## src/rtl/rv32_mem_pkg.sv

```systemverilog
// rv32_mem_pkg: load/store width codes, MEM-stage FSM states and alignment helpers
package rv32_mem_pkg;
  localparam logic [2:0] F3_LB  = 3'b000;
  localparam logic [2:0] F3_LH  = 3'b001;
  localparam logic [2:0] F3_LW  = 3'b010;
  localparam logic [2:0] F3_LBU = 3'b100;
  localparam logic [2:0] F3_LHU = 3'b101;
  localparam logic [2:0] F3_SB  = 3'b000;
  localparam logic [2:0] F3_SH  = 3'b001;
  localparam logic [2:0] F3_SW  = 3'b010;
  typedef enum logic {MEM_IDLE, MEM_BUSY} mem_state_t;
  // Byte offset after forcing halfword/word accesses onto their natural boundary
  function automatic logic [1:0] force_align(input logic [2:0] f, input logic [1:0] a);
    return f[1:0] == F3_SW[1:0] ? 2'b00 : f[1:0] == F3_SH[1:0] ? {a[1], 1'b0} : a;
  endfunction
  // Halfword on an odd byte or word off a word boundary
  function automatic logic misaligned(input logic [2:0] f, input logic [1:0] a);
    return (f[1:0] == F3_SH[1:0] && a[0]) || (f[1:0] == F3_SW[1:0] && a != 2'b00);
  endfunction
endpackage

```

## src/rtl/mem_lane_align.sv

```systemverilog
// mem_lane_align: byte-lane steering for stores (BE/WDATA) and loads (right-aligned word)
module mem_lane_align
  import rv32_mem_pkg::*;
#(
  parameter int XLEN = 32
) (
  input  logic [2:0]      func3,
  input  logic [1:0]      off,
  input  logic [XLEN-1:0] store_data,
  input  logic [XLEN-1:0] rdata,
  output logic [3:0]      be,
  output logic [XLEN-1:0] wdata,
  output logic [XLEN-1:0] load_data
);
  // Lane enables follow access width; data moves by whole bytes
  always_comb begin
    be = func3[1:0] == F3_SB[1:0] ? 4'b0001 << off : func3[1:0] == F3_SH[1:0] ? 4'b0011 << off : 4'b1111;
    wdata = store_data << {off, 3'b000};
    load_data = rdata >> {off, 3'b000};
  end
endmodule

```

## src/rtl/mem_access_stage.sv

```systemverilog
// mem_access_stage: RV32 MEM stage, req/ack data-memory access with stall; MEM_MISALIGN_TRAP_EN enables misalignment trap
module mem_access_stage
  import rv32_mem_pkg::*;
#(
  parameter int XLEN = 32,
  parameter int RD_W = 5
) (
  input  logic            CLK,
  input  logic            RST,
  input  logic            EX_VALID,
  input  logic [2:0]      EX_FUNC3,
  input  logic            EX_MEM_READ,
  input  logic            EX_MEM_WRITE,
  input  logic            EX_WRITE_ENABLE,
  input  logic            EX_DATA_MEM_SELECT,
  input  logic [XLEN-1:0] EX_JAL_SELECTED,
  input  logic [XLEN-1:0] EX_STORE_DATA,
  input  logic [RD_W-1:0] EX_RD,
  output logic            DMEM_REQ,
  output logic            DMEM_WE,
  output logic [XLEN-1:0] DMEM_ADDR,
  output logic [XLEN-1:0] DMEM_WDATA,
  output logic [3:0]      DMEM_BE,
  input  logic [XLEN-1:0] DMEM_RDATA,
  input  logic            DMEM_ACK,
  output logic            MEM_STALL,
  output logic [2:0]      MEM_FUNC3,
  output logic            MEM_WRITE_ENABLE,
  output logic            MEM_DATA_MEM_SELECT,
  output logic [XLEN-1:0] MEM_JAL_SELECTED,
  output logic [XLEN-1:0] MEM_DATA_OUT,
`ifdef MEM_MISALIGN_TRAP_EN
  output logic            MEM_MISALIGN,
`endif
  output logic [RD_W-1:0] MEM_RD
);
  mem_state_t state, next_state;
  logic [XLEN-1:0] lat_jal, lat_sd, wdata, load_data;
  logic [2:0] lat_func3;
  logic [1:0] lat_off;
  logic [RD_W-1:0] lat_rd;
  logic [3:0] be;
  logic lat_store, lat_we, lat_sel, busy, mem_op, trap, start;
  assign mem_op = EX_VALID && (EX_MEM_READ || EX_MEM_WRITE);
`ifdef MEM_MISALIGN_TRAP_EN
  assign trap = mem_op && misaligned(EX_FUNC3, EX_JAL_SELECTED[1:0]);
`else
  assign trap = 1'b0;
`endif
  assign start = mem_op && !trap;
  assign busy = state == MEM_BUSY;
  mem_lane_align #(.XLEN(XLEN)) u_align (
    .func3(lat_func3),
    .off(lat_off),
    .store_data(lat_sd),
    .rdata(DMEM_RDATA),
    .be(be),
    .wdata(wdata),
    .load_data(load_data)
  );
  // State register; reset abandons any outstanding request
  always_ff @(posedge CLK)
    state <= RST ? MEM_IDLE : next_state;
  // Enter BUSY on an accepted access, leave on the ack cycle
  always_comb
    next_state = busy ? (DMEM_ACK ? MEM_IDLE : MEM_BUSY) : (start ? MEM_BUSY : MEM_IDLE);
  // Memory interface driven only while BUSY; stall until the ack arrives
  always_comb begin
    DMEM_REQ = busy;
    DMEM_WE = busy && lat_store;
    DMEM_BE = (busy && lat_store) ? be : 4'b0000;
    DMEM_ADDR = {lat_jal[XLEN-1:2], 2'b00};
    DMEM_WDATA = wdata;
    MEM_STALL = busy ? !DMEM_ACK : start;
  end
  // Access latches and WB-facing registers; anything not completing this cycle is a bubble
  always_ff @(posedge CLK) begin
    if (RST) begin
      {lat_jal, lat_sd, lat_func3, lat_off, lat_rd, lat_store, lat_we, lat_sel} <= '0;
      {MEM_FUNC3, MEM_WRITE_ENABLE, MEM_DATA_MEM_SELECT, MEM_JAL_SELECTED, MEM_DATA_OUT, MEM_RD} <= '0;
    end else begin
      if (!busy && start) begin
        lat_jal <= EX_JAL_SELECTED;
        lat_sd <= EX_STORE_DATA;
        lat_func3 <= EX_FUNC3;
        lat_off <= force_align(EX_FUNC3, EX_JAL_SELECTED[1:0]);
        lat_rd <= EX_RD;
        lat_store <= EX_MEM_WRITE;
        lat_we <= EX_WRITE_ENABLE;
        lat_sel <= EX_DATA_MEM_SELECT;
      end
      if (busy) begin
        MEM_WRITE_ENABLE <= DMEM_ACK && lat_we && !lat_store;
        if (DMEM_ACK) begin
          MEM_FUNC3 <= lat_func3;
          MEM_DATA_MEM_SELECT <= lat_sel;
          MEM_JAL_SELECTED <= lat_jal;
          MEM_DATA_OUT <= load_data;
          MEM_RD <= lat_rd;
        end
      end else if (EX_VALID && !mem_op) begin
        MEM_FUNC3 <= EX_FUNC3;
        MEM_WRITE_ENABLE <= EX_WRITE_ENABLE;
        MEM_DATA_MEM_SELECT <= EX_DATA_MEM_SELECT;
        MEM_JAL_SELECTED <= EX_JAL_SELECTED;
        MEM_RD <= EX_RD;
      end else begin
        MEM_WRITE_ENABLE <= 1'b0;
        MEM_RD <= trap ? EX_RD : MEM_RD;
      end
    end
  end
`ifdef MEM_MISALIGN_TRAP_EN
  // One-cycle misalignment flag alongside MEM_RD
  always_ff @(posedge CLK)
    MEM_MISALIGN <= !RST && !busy && trap;
`endif
endmodule
```

## config.mk

```make
export PLATFORM = sky130hd
export DESIGN_NAME = mem_access_stage
export DESIGN_NICKNAME = d
export VERILOG_FILES = /design/src/rtl/rv32_mem_pkg.sv /design/src/rtl/mem_lane_align.sv /design/src/rtl/mem_access_stage.sv
export SDC_FILE = /design/constraint.sdc
export NUM_CORES = 1
export LEC_CHECK = 0
export CORE_ASPECT_RATIO = 0.75
export CORE_MARGIN = 2
export CORE_UTILIZATION = 40
export CTS_CLUSTER_DIAMETER = 200
export DETAILED_ROUTE_END_ITERATION = 7
export PLACE_DENSITY = 0.72
export SETUP_SLACK_MARGIN = 0.5
export SLEW_MARGIN = 20
export SYNTH_ARGS = -nofsm -noshare
export SYNTH_HDL_FRONTEND = slang
export SYNTH_SLANG_ARGS = --single-unit
```

## constraint.sdc

```tcl
create_clock -name CLK -period 5.75 [get_ports CLK]
set_input_delay 0.575 -clock CLK [delete_from_list [all_inputs] [get_ports CLK]]
set_output_delay 0.575 -clock CLK [all_outputs]
set_load 0.1 [all_outputs]
```

---- Yosys cells after proc, flatten, opt, wreduce, memory -nomap -nowiden ----
Index checks and enable logic that the tools add are counted.
word-level totals
  flip-flop bits (word level) ............. 152
  input bits .............................. 112
  output and inout bits ................... 145
  logic and storage cells ................. 61
cells by class
  equal/unequal tests ..................... 4
  shift operators ......................... 4
  mux-type cells .......................... 23
  reductions and logical operators ........ 15
operator list
  operator               count
  $mux W32               3
  $shl A32 B5 Y32        1
  $shr A32 B5 Y32        1
  $mux W5                3
  $mux W4                3
  $mux W1                10
  $mux W3                3
  $logic_and A1 B1 Y1    6
  $eq A2 B1 Y1 const B   2
  $logic_not A1 Y1       4
  $reduce_and A2 Y1      2
  $shl A1 B2 Y4 const A  1
  $shl A2 B2 Y4 const A  1
  $eq A2 B2 Y1 const B   1
  $logic_not A2 Y1       1
  $mux W2                1
  $ne A2 B2 Y1 const B   1
  $reduce_bool A2 Y1     1
  $logic_or A1 B1 Y1     1

---- Logic depth before layout (Yosys ltp) ----
Gate-level depths: netlist of the first run.
  word-level depth ........................ 6
  depth in mapped cells ................... 8
  mapped depth without buffers ............ 4

---- Hierarchy ----
Synthesis of the first run repeated with hierarchy kept, for this count alone.
second synthesis, totals
  cell total of the unflattened synthesis .. 876
  area total of the unflattened synthesis .. 7713.6 um^2
by module, submodules not included
  module            instances  cells an instance  area an instance (um^2)  seq. area each (um^2)
  mem_access_stage  1          733                6510.0                   3042.9
  mem_lane_align    1          143                1203.7                   0.0

---- Worst setup path before layout of the first run ----
OpenSTA, ideal clock, no wires.
  path kind ............................... register to output
  start ................................... reg lat_off[0]
  end ..................................... out DMEM_WDATA[16]
  arrival time ............................ 3231 ps
  required time ........................... 5175 ps
  setup slack ............................. 1944 ps
  stages on the path, launching flop included .. 6
  path buffers ............................ 3
  cells stage by stage .................... dfxtp_1 -> buf_2 -> buf_2 -> buf_2 -> mux2i_1 -> o21ai_0
between the ends
  word-level cells in the longest chain between the ends .. 1
RTL lines
  what                      line                    RTL
  start: declaration        mem_access_stage.sv:40  logic [1:0] lat_off;
  start signal: assignment  mem_access_stage.sv:86  lat_off <= force_align(EX_FUNC3, EX_JAL_SELECTED[1:0]);
  $shl A32 B5 Y32           mem_lane_align.sv:18    wdata = store_data << {off, 3'b000};
  end: declaration          mem_access_stage.sv:22  output logic [XLEN-1:0] DMEM_WDATA,
No other way between the ends.

---- Final worst setup path of the first run ----
  start ................................... reg lat_off[1]
  end ..................................... out DMEM_WDATA[20]
Same word-level chain as after synthesis.

==> impl_summary.md, run 1 <==
Run status
The run finished with clean final reports.

Setup path
In this run the worst path has a maximum fanout of 50. The required arrival time at the worst endpoint is 5180 ps. Data on the critical path arrives at its endpoint at 3500 ps. The stage delay of the slowest cell on the critical path is 1200 ps. The critical path startpoint category is a flop. The worst setup path is of the flop to output pin kind. The worst register-to-register path has a setup slack of 2690 ps. For this design, the slowest cell found on the critical path is sky130_fd_sc_hd__clkdlybuf4s50_1. STA classifies the critical path endpoint as an output pin.

For the worst flop-to-flop path, the logic depth is 3. The launch point of the worst reg-to-reg path is DMEM_REQ. The most critical setup path has its startpoint at lat_off[1]. Walking the worst path, the cells encountered are nor2b_1, nand2_1, o21ai_0, clkdlybuf4s50_1.

The capturing point of the worst reg2reg path is MEM_DATA_OUT[15].

STA
The transition time at the pin with the least slew margin is 1060 ps. On the final layout, the worst hold slack is 460 ps. The worst path in the final design needs a cycle of 4070 ps, including I/O delays and setup.

The achievable clock frequency is 246 MHz. After routing, the total negative slack on setup checks comes to 0 ps. The number of endpoints failing setup at the final stage is 0. Setup repair after global routing left no endpoint under its margin. The final hold violation count is 0.

In this run the tightest slew margin relative to its limit is 29.3%. The number of max-slew violations in the final report is 0. In the finished design, the share of the clock period the worst path needs comes to 70.8%.

On the final layout, the worst clock skew is 8.31 ps. The post-layout worst setup margin is 1680 ps.

Yosys
Counting flops and latches in the post-synthesis netlist gives 152. The number of enable flip-flop cells after synthesis is 0. The synthesized cell area is 0.00747 sq mm. The cell taking the most area after synthesis is sky130_fd_sc_hd__dfxtp_1.

Counting flops with an async set or reset pin after synthesis yields a share of 0%. The post-synthesis cell type count is 40. The most used flip-flop cell after synthesis is sky130_fd_sc_hd__dfxtp_1.

The gate count of the mapped netlist is 836. The synthesized design devotes to its leading area cell type 40.7% of total area. The sequential fraction of the synthesis area is 40.7%. The number of warning messages in the yosys log is 0. Yosys attributes the largest share of cell area to sky130_fd_sc_hd__dfxtp_1 41%, sky130_fd_sc_hd__mux2i_1 8.8%, sky130_fd_sc_hd__a211oi_2 6.5%. In this run the mean area of a mapped cell was 8.94 sq um.

Placement
The half-perimeter wire length after placement is 14700 microns. Before CTS, the worst setup slack after placement is 2180 ps. The placer's final routability congestion estimate is 0.855. The count of buffers added on input and output ports is 254.

Clock tree
In this run, CTS created clock tree buffers numbering 17. TritonCTS built the clock tree. The clock passes through at most 2 buffers.

The number of gates resized after CTS is 0. The number of hold buffers added after CTS is 0. The later pin in the worst-skew pair is clocked with a latency of 420 ps. Counting every sink on the clock net gives 152. The tree is rooted in a sky130_fd_sc_hd__clkbuf_16.

Post-CTS timing repair inserted 0 buffers for setup. The number of levels the H-tree was split into is 4. The clock transition at the register clock pins on the worst setup and hold paths after CTS is 60 ps.

Job
The tool flagged a number of max-cap violations equal to 0.

Hold path
In this run the worst hold path is classified as flop to flop. The worst hold endpoint is MEM_DATA_OUT[0]. The startpoint of the most critical hold path is MEM_DATA_OUT[0].

The worst hold path was traced through 2 stages.

Floorplanning
The starting utilization of the core area is 40.6%. The die outline width is 162 microns. The area of the core is 0.0184 sq mm.

After floorplanning, the core was divided into 43 placement rows. In this run the count of I/O pins placed on the die edge is 257. The die height is 122 microns. The total die area is 0.0198 sq mm.

Routing
The final routed wire length divided by cell count is 18.4 microns. The detailed-route vias per instance is 5.45. For this block, the initial DRC count from the detailed router was 586. After detailed routing, the total wire length is 23200 microns. The first-pass iteration count of the detailed router is 5.

The detailed router placed 6869 vias in this run. The count of nets left with antenna violations after detail routing is 0. After detailed routing, the number of remaining DRC violations is 0.

Power
The switching power share of the total is 35.4%. In this run, flip-flops and latches consume 34.9% of the power. Per report_power, the clock group accounts for 36.6% of the total. The power spent charging and discharging nets is 0.00120 W. In this run the power density over the cells is 325 mW/mm^2.

The part of the power in combinational logic is 28.5%. The internal portion of the total power is 0.00219 W. The worst vdd rail ir drop is 0.000153 V. The reported leakage power is 3.52 nW.

Final layout
The count of nets after finishing is 1117. The count of antenna diodes in the layout is 0. From synthesis to final layout, the design area changed by 39.6%. The total area of sequential cells is 0.00305 sq mm.

Counting the fill cells in the layout gives 1637. The final core utilization is 56.7%. Summing all multi-input logic gate instances after layout gives 0.00377 sq mm. The ratio of cells with drive above 1 in the final layout is 10.6%.

GRT
The number of global-route vias before repair came to 6299. Entering global routing, the biggest net connects 89 pins. The initial antenna violation count was 0.

The total global-route track usage is 22.6%. The global-route congestion overflow total is 0. The wire length of the first global-routing pass is 35500 microns.
## synthesized netlist by cell type (2+ instances only)
library cell               number
sky130_fd_sc_hd__dfxtp_1      152
sky130_fd_sc_hd__buf_6          5
sky130_fd_sc_hd__nor2b_1       11
sky130_fd_sc_hd__nand2b_1       2
sky130_fd_sc_hd__a22oi_1       16
sky130_fd_sc_hd__buf_2         20
sky130_fd_sc_hd__clkbuf_1      48
sky130_fd_sc_hd__a221o_1        8
sky130_fd_sc_hd__ha_1           4
sky130_fd_sc_hd__a21oi_1       96
sky130_fd_sc_hd__buf_1          5
sky130_fd_sc_hd__buf_4         40
sky130_fd_sc_hd__a211oi_1      10
sky130_fd_sc_hd__mux2i_1       66
sky130_fd_sc_hd__o21ai_1        2
sky130_fd_sc_hd__o21ai_0       84
sky130_fd_sc_hd__nor3_1        41
sky130_fd_sc_hd__nor2_1        37
sky130_fd_sc_hd__inv_1          7
sky130_fd_sc_hd__a211oi_2      39
sky130_fd_sc_hd__nand2_1       29
sky130_fd_sc_hd__nand3_1       74
sky130_fd_sc_hd__mux2_2         8
sky130_fd_sc_hd__and2_1         9
sky130_fd_sc_hd__mux4_2         8
## layout make-up
type	count	share of cell area (%)
multi-input cells	559	36.2
flip-flops and latches	152	29.3
repair buffers	264	25.1
clock buffers	20	4.38
well taps	247	2.96
clock inverters	11	1.87
inverters	7	0.252
## power by group through the flow
stage          Clock [W]  Combinational [W]  Sequential [W]
3_3_place_gp           0           0.000961         0.00121
3_5_place_dp           0           0.000966         0.00121
6_report         0.00124           0.000967         0.00118
4_1_cts          0.00126           0.000970         0.00118
5_1_grt          0.00131            0.00101         0.00119
2_1_floorplan          0           0.000511         0.00141
## per-layer routing
layer | up-vias | GRT usage [%] | share of wire (%)
li1 | 3321 | - | -
met1 | 3290 | 31.6 | 46
met2 | 237 | 34.4 | 44
met3 | 21 | 6.86 | 7.9
met4 | 0 | 5.48 | 1.2
met5 | - | 0 | 0
## critical path, delay by kind of cell (launching register included)
family                 cells  cell delay [ps]
buffers and inverters      1             1200
flip-flops                 1              980
AND/OR/NAND/NOR            2              750
AO/OA/AOI/OAI              1              140
## layout by cell type, fill, tap and decap left out, types with 16 or more instances in the layout
master,synthesis,layout
sky130_fd_sc_hd__nor3_1,41,41
sky130_fd_sc_hd__nand3_1,74,74
sky130_fd_sc_hd__nor2_1,37,36
sky130_fd_sc_hd__mux2i_1,66,66
sky130_fd_sc_hd__clkbuf_16,0,17
sky130_fd_sc_hd__a21oi_1,96,96
sky130_fd_sc_hd__a211oi_2,39,39
sky130_fd_sc_hd__clkdlybuf4s50_1,0,253
sky130_fd_sc_hd__a22oi_1,16,16
sky130_fd_sc_hd__o21ai_0,84,84
sky130_fd_sc_hd__dfxtp_1,152,149
sky130_fd_sc_hd__nand2_1,29,29
## worst max-delay path by stage
| stage | slack, ps | to |
|---|---|---|
| after global routing | 1500 | DMEM_WDATA[20] |
| after floorplan | 1940 | DMEM_WDATA[16] |
| after global placement | 2230 | DMEM_WDATA[19] |
| after detailed placement | 2180 | DMEM_WDATA[20] |
| final | 1680 | DMEM_WDATA[20] |
| after CTS | 1690 | DMEM_WDATA[20] |
## registers in the layout (all words and copies together) (netlist names)
| register | cells |
|---|---|
| MEM_JAL_SELECTED | 32 |
| lat_func3 | 3 |
| DMEM_REQ | 1 |
| lat_jal | 32 |
| MEM_FUNC3 | 3 |
| MEM_RD | 5 |
| lat_store | 1 |
| MEM_DATA_MEM_SELECT | 1 |
| MEM_WRITE_ENABLE | 1 |
| lat_sel | 1 |
| lat_rd | 5 |
| lat_off | 2 |
| MEM_DATA_OUT | 32 |
| lat_we | 1 |
| lat_sd | 32 |
## kinds of logic after synthesis
family                     Yosys count  share of synthesized area, %
AOI/OAI and AO/OA                  259                          22.8
xor gates and xnor gates             1                         0.117
adders and majority gates            4                         0.670
buffers and inverters              126                          9.19
DFF                                152                          40.7
muxes                               82                          12.5
other                                1                        0.0502
and+or+nand+nor                    211                          14.0
## per-stage QoR
step	area, sq um	cells	total power (W)
floorplan	7480	837	0.00192
global placement	9780	1229	0.00217
detailed placement	9780	1229	0.00217
CTS	10400	1260	0.00342
global route	10400	1260	0.00351
finish	10400	1260	0.00339
Power figures use the tool's default switching activity.
==> inputs of run 2 (changes only) <==
PLACE_DENSITY = 0.75   (was 0.72)
clock period = 3.3 ns   (was 5.75 ns; I/O delays follow)
==> impl_summary.md, run 2 (synthesis results as in run 1) <==
GRT
The number of global-route vias before repair was 6562 (was 6299). The maximum number of pins on one net before global-route repair came to 100 (was 89). The initial antenna violation count is 0 (unchanged). The wire length of the first global-routing pass is 36200 microns (was 35500 microns). The global-route congestion overflow total is 0 (unchanged). The total global-route track usage is 23.1% (was 22.6%).

Setup path
The worst-case register-to-register setup slack came to 1290 ps (was 2690 ps). The depth of the worst register-to-register path is 4 (was 3). The largest fanout of any net on the critical path is 18 (was 50). The required arrival time at the worst endpoint was 2970 ps (was 5180 ps). The arrival time at the worst endpoint came to 2180 ps (was 3500 ps). The critical path class is flop to output pin (unchanged).

The stage delay of the slowest cell on the critical path is 600 ps (was 1200 ps). The critical path startpoint category is a flop (unchanged). The cell type group with the largest total delay on the critical path is simple AND/OR/NAND/NOR gates (was buffers and inverters). The capturing point of the worst reg2reg path is MEM_JAL_SELECTED[25] (was MEM_DATA_OUT[15]). The launch point of the worst reg-to-reg path is DMEM_REQ (unchanged). The highest-delay cell along the critical path is sky130_fd_sc_hd__dfxtp_2 (was sky130_fd_sc_hd__clkdlybuf4s50_1). Critical path, cell by cell: nor2b_1, nand2_1, o21ai_2, buf_4 (was nor2b_1, nand2_1, o21ai_0, clkdlybuf4s50_1).

The buffer and inverter count on the worst path is 1 (unchanged). The sort of element at the end of the critical path is an output pin (unchanged).

Hold path
The hold path depth was 2 (unchanged). The kind of path behind the tightest hold check is input pin to flop (was flop to flop). The startpoint of the most critical hold path was RST (was MEM_DATA_OUT[0]). The worst hold endpoint is MEM_DATA_OUT[22] (was MEM_DATA_OUT[0]).

Power
The part of the power in combinational logic is 29.8% (was 28.5%). The internal power component is 0.00367 W (was 0.00219 W). The worst vdd rail ir drop is 0.000275 V (was 0.000153 V). The total power consumption of the routed design is 0.00578 W (was 0.00339 W). The power spent charging and discharging nets was 0.00211 W (was 0.00120 W). The reported leakage power is 3.63 nW (was 3.52 nW).

The share of power burned in the clock network is 34.7% (was 36.6%). The share of total power in sequential cells is 35.4% (was 34.9%). The switching power share of the total is 36.5% (was 35.4%).

The power density over the cells is 551 mW/mm^2 (was 325 mW/mm^2).

Run status
Run status: completed (unchanged).

Floorplanning
The placement row count is 43 (unchanged). The area of the core came to 0.0184 sq mm (unchanged). The boundary pin count is 257 (unchanged).

The die height is 122 microns (unchanged). The starting utilization of the core area was 40.6% (unchanged). The total die area came to 0.0198 sq mm (unchanged).

The die outline width was 162 microns (unchanged).

STA
The post-layout worst setup margin is 794 ps (was 1680 ps). The number of endpoints failing setup at the final stage is 0 (unchanged). The post-route clock skew is 6.70 ps (was 8.31 ps). The worst slew margin relative to its limit is 32.2% (was 29.3%). The transition time at the pin with the least slew margin is 1010 ps (was 1060 ps). The achievable clock frequency is 399 MHz. The worst path uses 76.0% of the clock period.

The total negative slack for setup checks is 0 ps (unchanged). The final hold violation count came to 0 (unchanged). The number of max-slew violations in the final report is 0 (unchanged). RSZ-0062 raised after global routing: no (unchanged).

Subtracting the final worst setup slack from the clock period gives 2510 ps.

Placement
The post-placement cell area is 0.00986 sq mm (was 0.00978 sq mm). The half-perimeter wire length after placement came to 15400 microns (was 14700 microns). The post-place setup slack is 938 ps (was 2180 ps). The placer's final routability congestion estimate was 0.849 (was 0.855). The number of input and output port buffers inserted is 254 (unchanged).

Routing
The detailed-route vias per instance is 5.54 (was 5.45). The count of unresolved DRC violations after routing is 0 (unchanged). The initial DRC count is 528 (was 586). The first-pass iteration count of the detailed router is 5 (unchanged). The final routed wire length divided by cell count is 18.6 microns (was 18.4 microns). The total detailed-routing wirelength is 23600 microns (was 23200 microns).

The routed via count is 7029 (was 6869). The count of nets left with antenna violations after detail routing came to 0 (unchanged).

Clock tree
The number of levels the H-tree was split into is 4 (unchanged). The clock tree from TritonCTS is done (unchanged). The number of sinks handled by clock tree synthesis is 152 (unchanged). The number of buffers inserted during clock tree synthesis is 17 (unchanged). The buffer depth of the longest clock path is 2 (unchanged).

The cell at the root of the clock tree is sky130_fd_sc_hd__clkbuf_16 (unchanged). The clock transition at the register clock pins on the worst setup and hold paths after CTS was 60 ps (about the same). The clock latency reported for the late side of the worst-skew pair came to 420 ps (about the same).

Final layout
The count of nets after finishing is 1124 (was 1117). The ratio of cells with drive above 1 in the final layout is 16.8% (was 10.6%). The post-route cell area is 0.0105 sq mm (was 0.0104 sq mm).

The leading cell type in the layout, fill and taps excluded is sky130_fd_sc_hd__clkdlybuf4s50_1 (unchanged). The final core utilization is 57.0% (was 56.7%). The area growth from synthesis to final layout was 40.3% (was 39.6%). Commonest cells after routing, fill and taps aside: 214 x sky130_fd_sc_hd__clkdlybuf4s50_1, 149 x sky130_fd_sc_hd__dfxtp_1, 86 x sky130_fd_sc_hd__a21oi_1 (was 253 x sky130_fd_sc_hd__clkdlybuf4s50_1, 149 x sky130_fd_sc_hd__dfxtp_1, 96 x sky130_fd_sc_hd__a21oi_1). The count of antenna diodes in the layout was 0 (unchanged).

The layout filler cell count is 1632 (was 1637).

Job
The count of max-cap constraint violations was 0 (unchanged).
run 2: changes by cell type in the layout (fill, tap and decap cells not counted), moves of 2 or more:
cell                              previous run  this run
sky130_fd_sc_hd__bufinv_16                   5         3
sky130_fd_sc_hd__o21ai_2                     0         6
sky130_fd_sc_hd__a21oi_1                    96        86
sky130_fd_sc_hd__o21ai_0                    84        76
sky130_fd_sc_hd__a21oi_4                     0         2
sky130_fd_sc_hd__o21ai_1                     2         4
sky130_fd_sc_hd__buf_12                      0         3
sky130_fd_sc_hd__a21oi_2                     0         8
sky130_fd_sc_hd__buf_4                      10        53
sky130_fd_sc_hd__clkdlybuf4s50_1           253       214
run 2: power by group through the flow:
stage	Combinational (W)	Clock (W)	Sequential, W
5_1_grt	0.00180	0.00212	0.00206
4_1_cts	0.00171	0.00204	0.00206
3_5_place_dp	0.00171	0	0.00210
6_report	0.00172	0.00201	0.00205
3_3_place_gp	0.00169	0	0.00210
2_1_floorplan	0.000906	0	0.00245
run 2: final cells by class:
class                      count  area, sq um  share of cell area, %
multi-input combinational    559         3880                   37.0
tap                          247          309                   2.95
timing repair buffer         271         2610                   24.9
clock buffer                  21          460                   4.39
inverter                       7         26.3                  0.251
sequential                   152         3050                   29.1
clock inverter                11          148                   1.41
run 2: timing repair:
| action | 4_1_cts | 5_1_grt |
|---|---|---|
| endpoints found under the setup margin | 0 | 3 |
| hold buffers | 0 | 0 |
| gates resized for setup | 0 | 1 |
| buffers inserted | 0 | 1 |
run 2: how the worst max path moves through the flow:
stage,endpoint,slack (ps),start,cells after the start
2_1_floorplan,DMEM_WDATA[16],490,lat_off[0],5
3_3_place_gp,MEM_WRITE_ENABLE,990,DMEM_REQ,4
3_5_place_dp,lat_sd[17],940,EX_MEM_READ,5
4_1_cts,DMEM_BE[2],520,lat_off[0],5
5_1_grt,DMEM_WDATA[0],650,lat_off[1],4
6_report,DMEM_WDATA[18],790,lat_off[1],4
run 2: routing by layer:
layer	up-vias	track usage, %	wire [microns]
li1	3342	-	-
met1	3364	32.4	10800
met2	297	35.8	10600
met4	0	6.14	319
met5	-	0	0
met3	26	5.54	1870
run 2: metrics by stage:
step / std cells / hold slack (ps)
final: 1268 / 445
after global routing: 1268 / 451
after CTS: 1267 / 430
after detailed placement: 1235 / 448
after global placement: 1235 / 442
after floorplan: 837 / 449
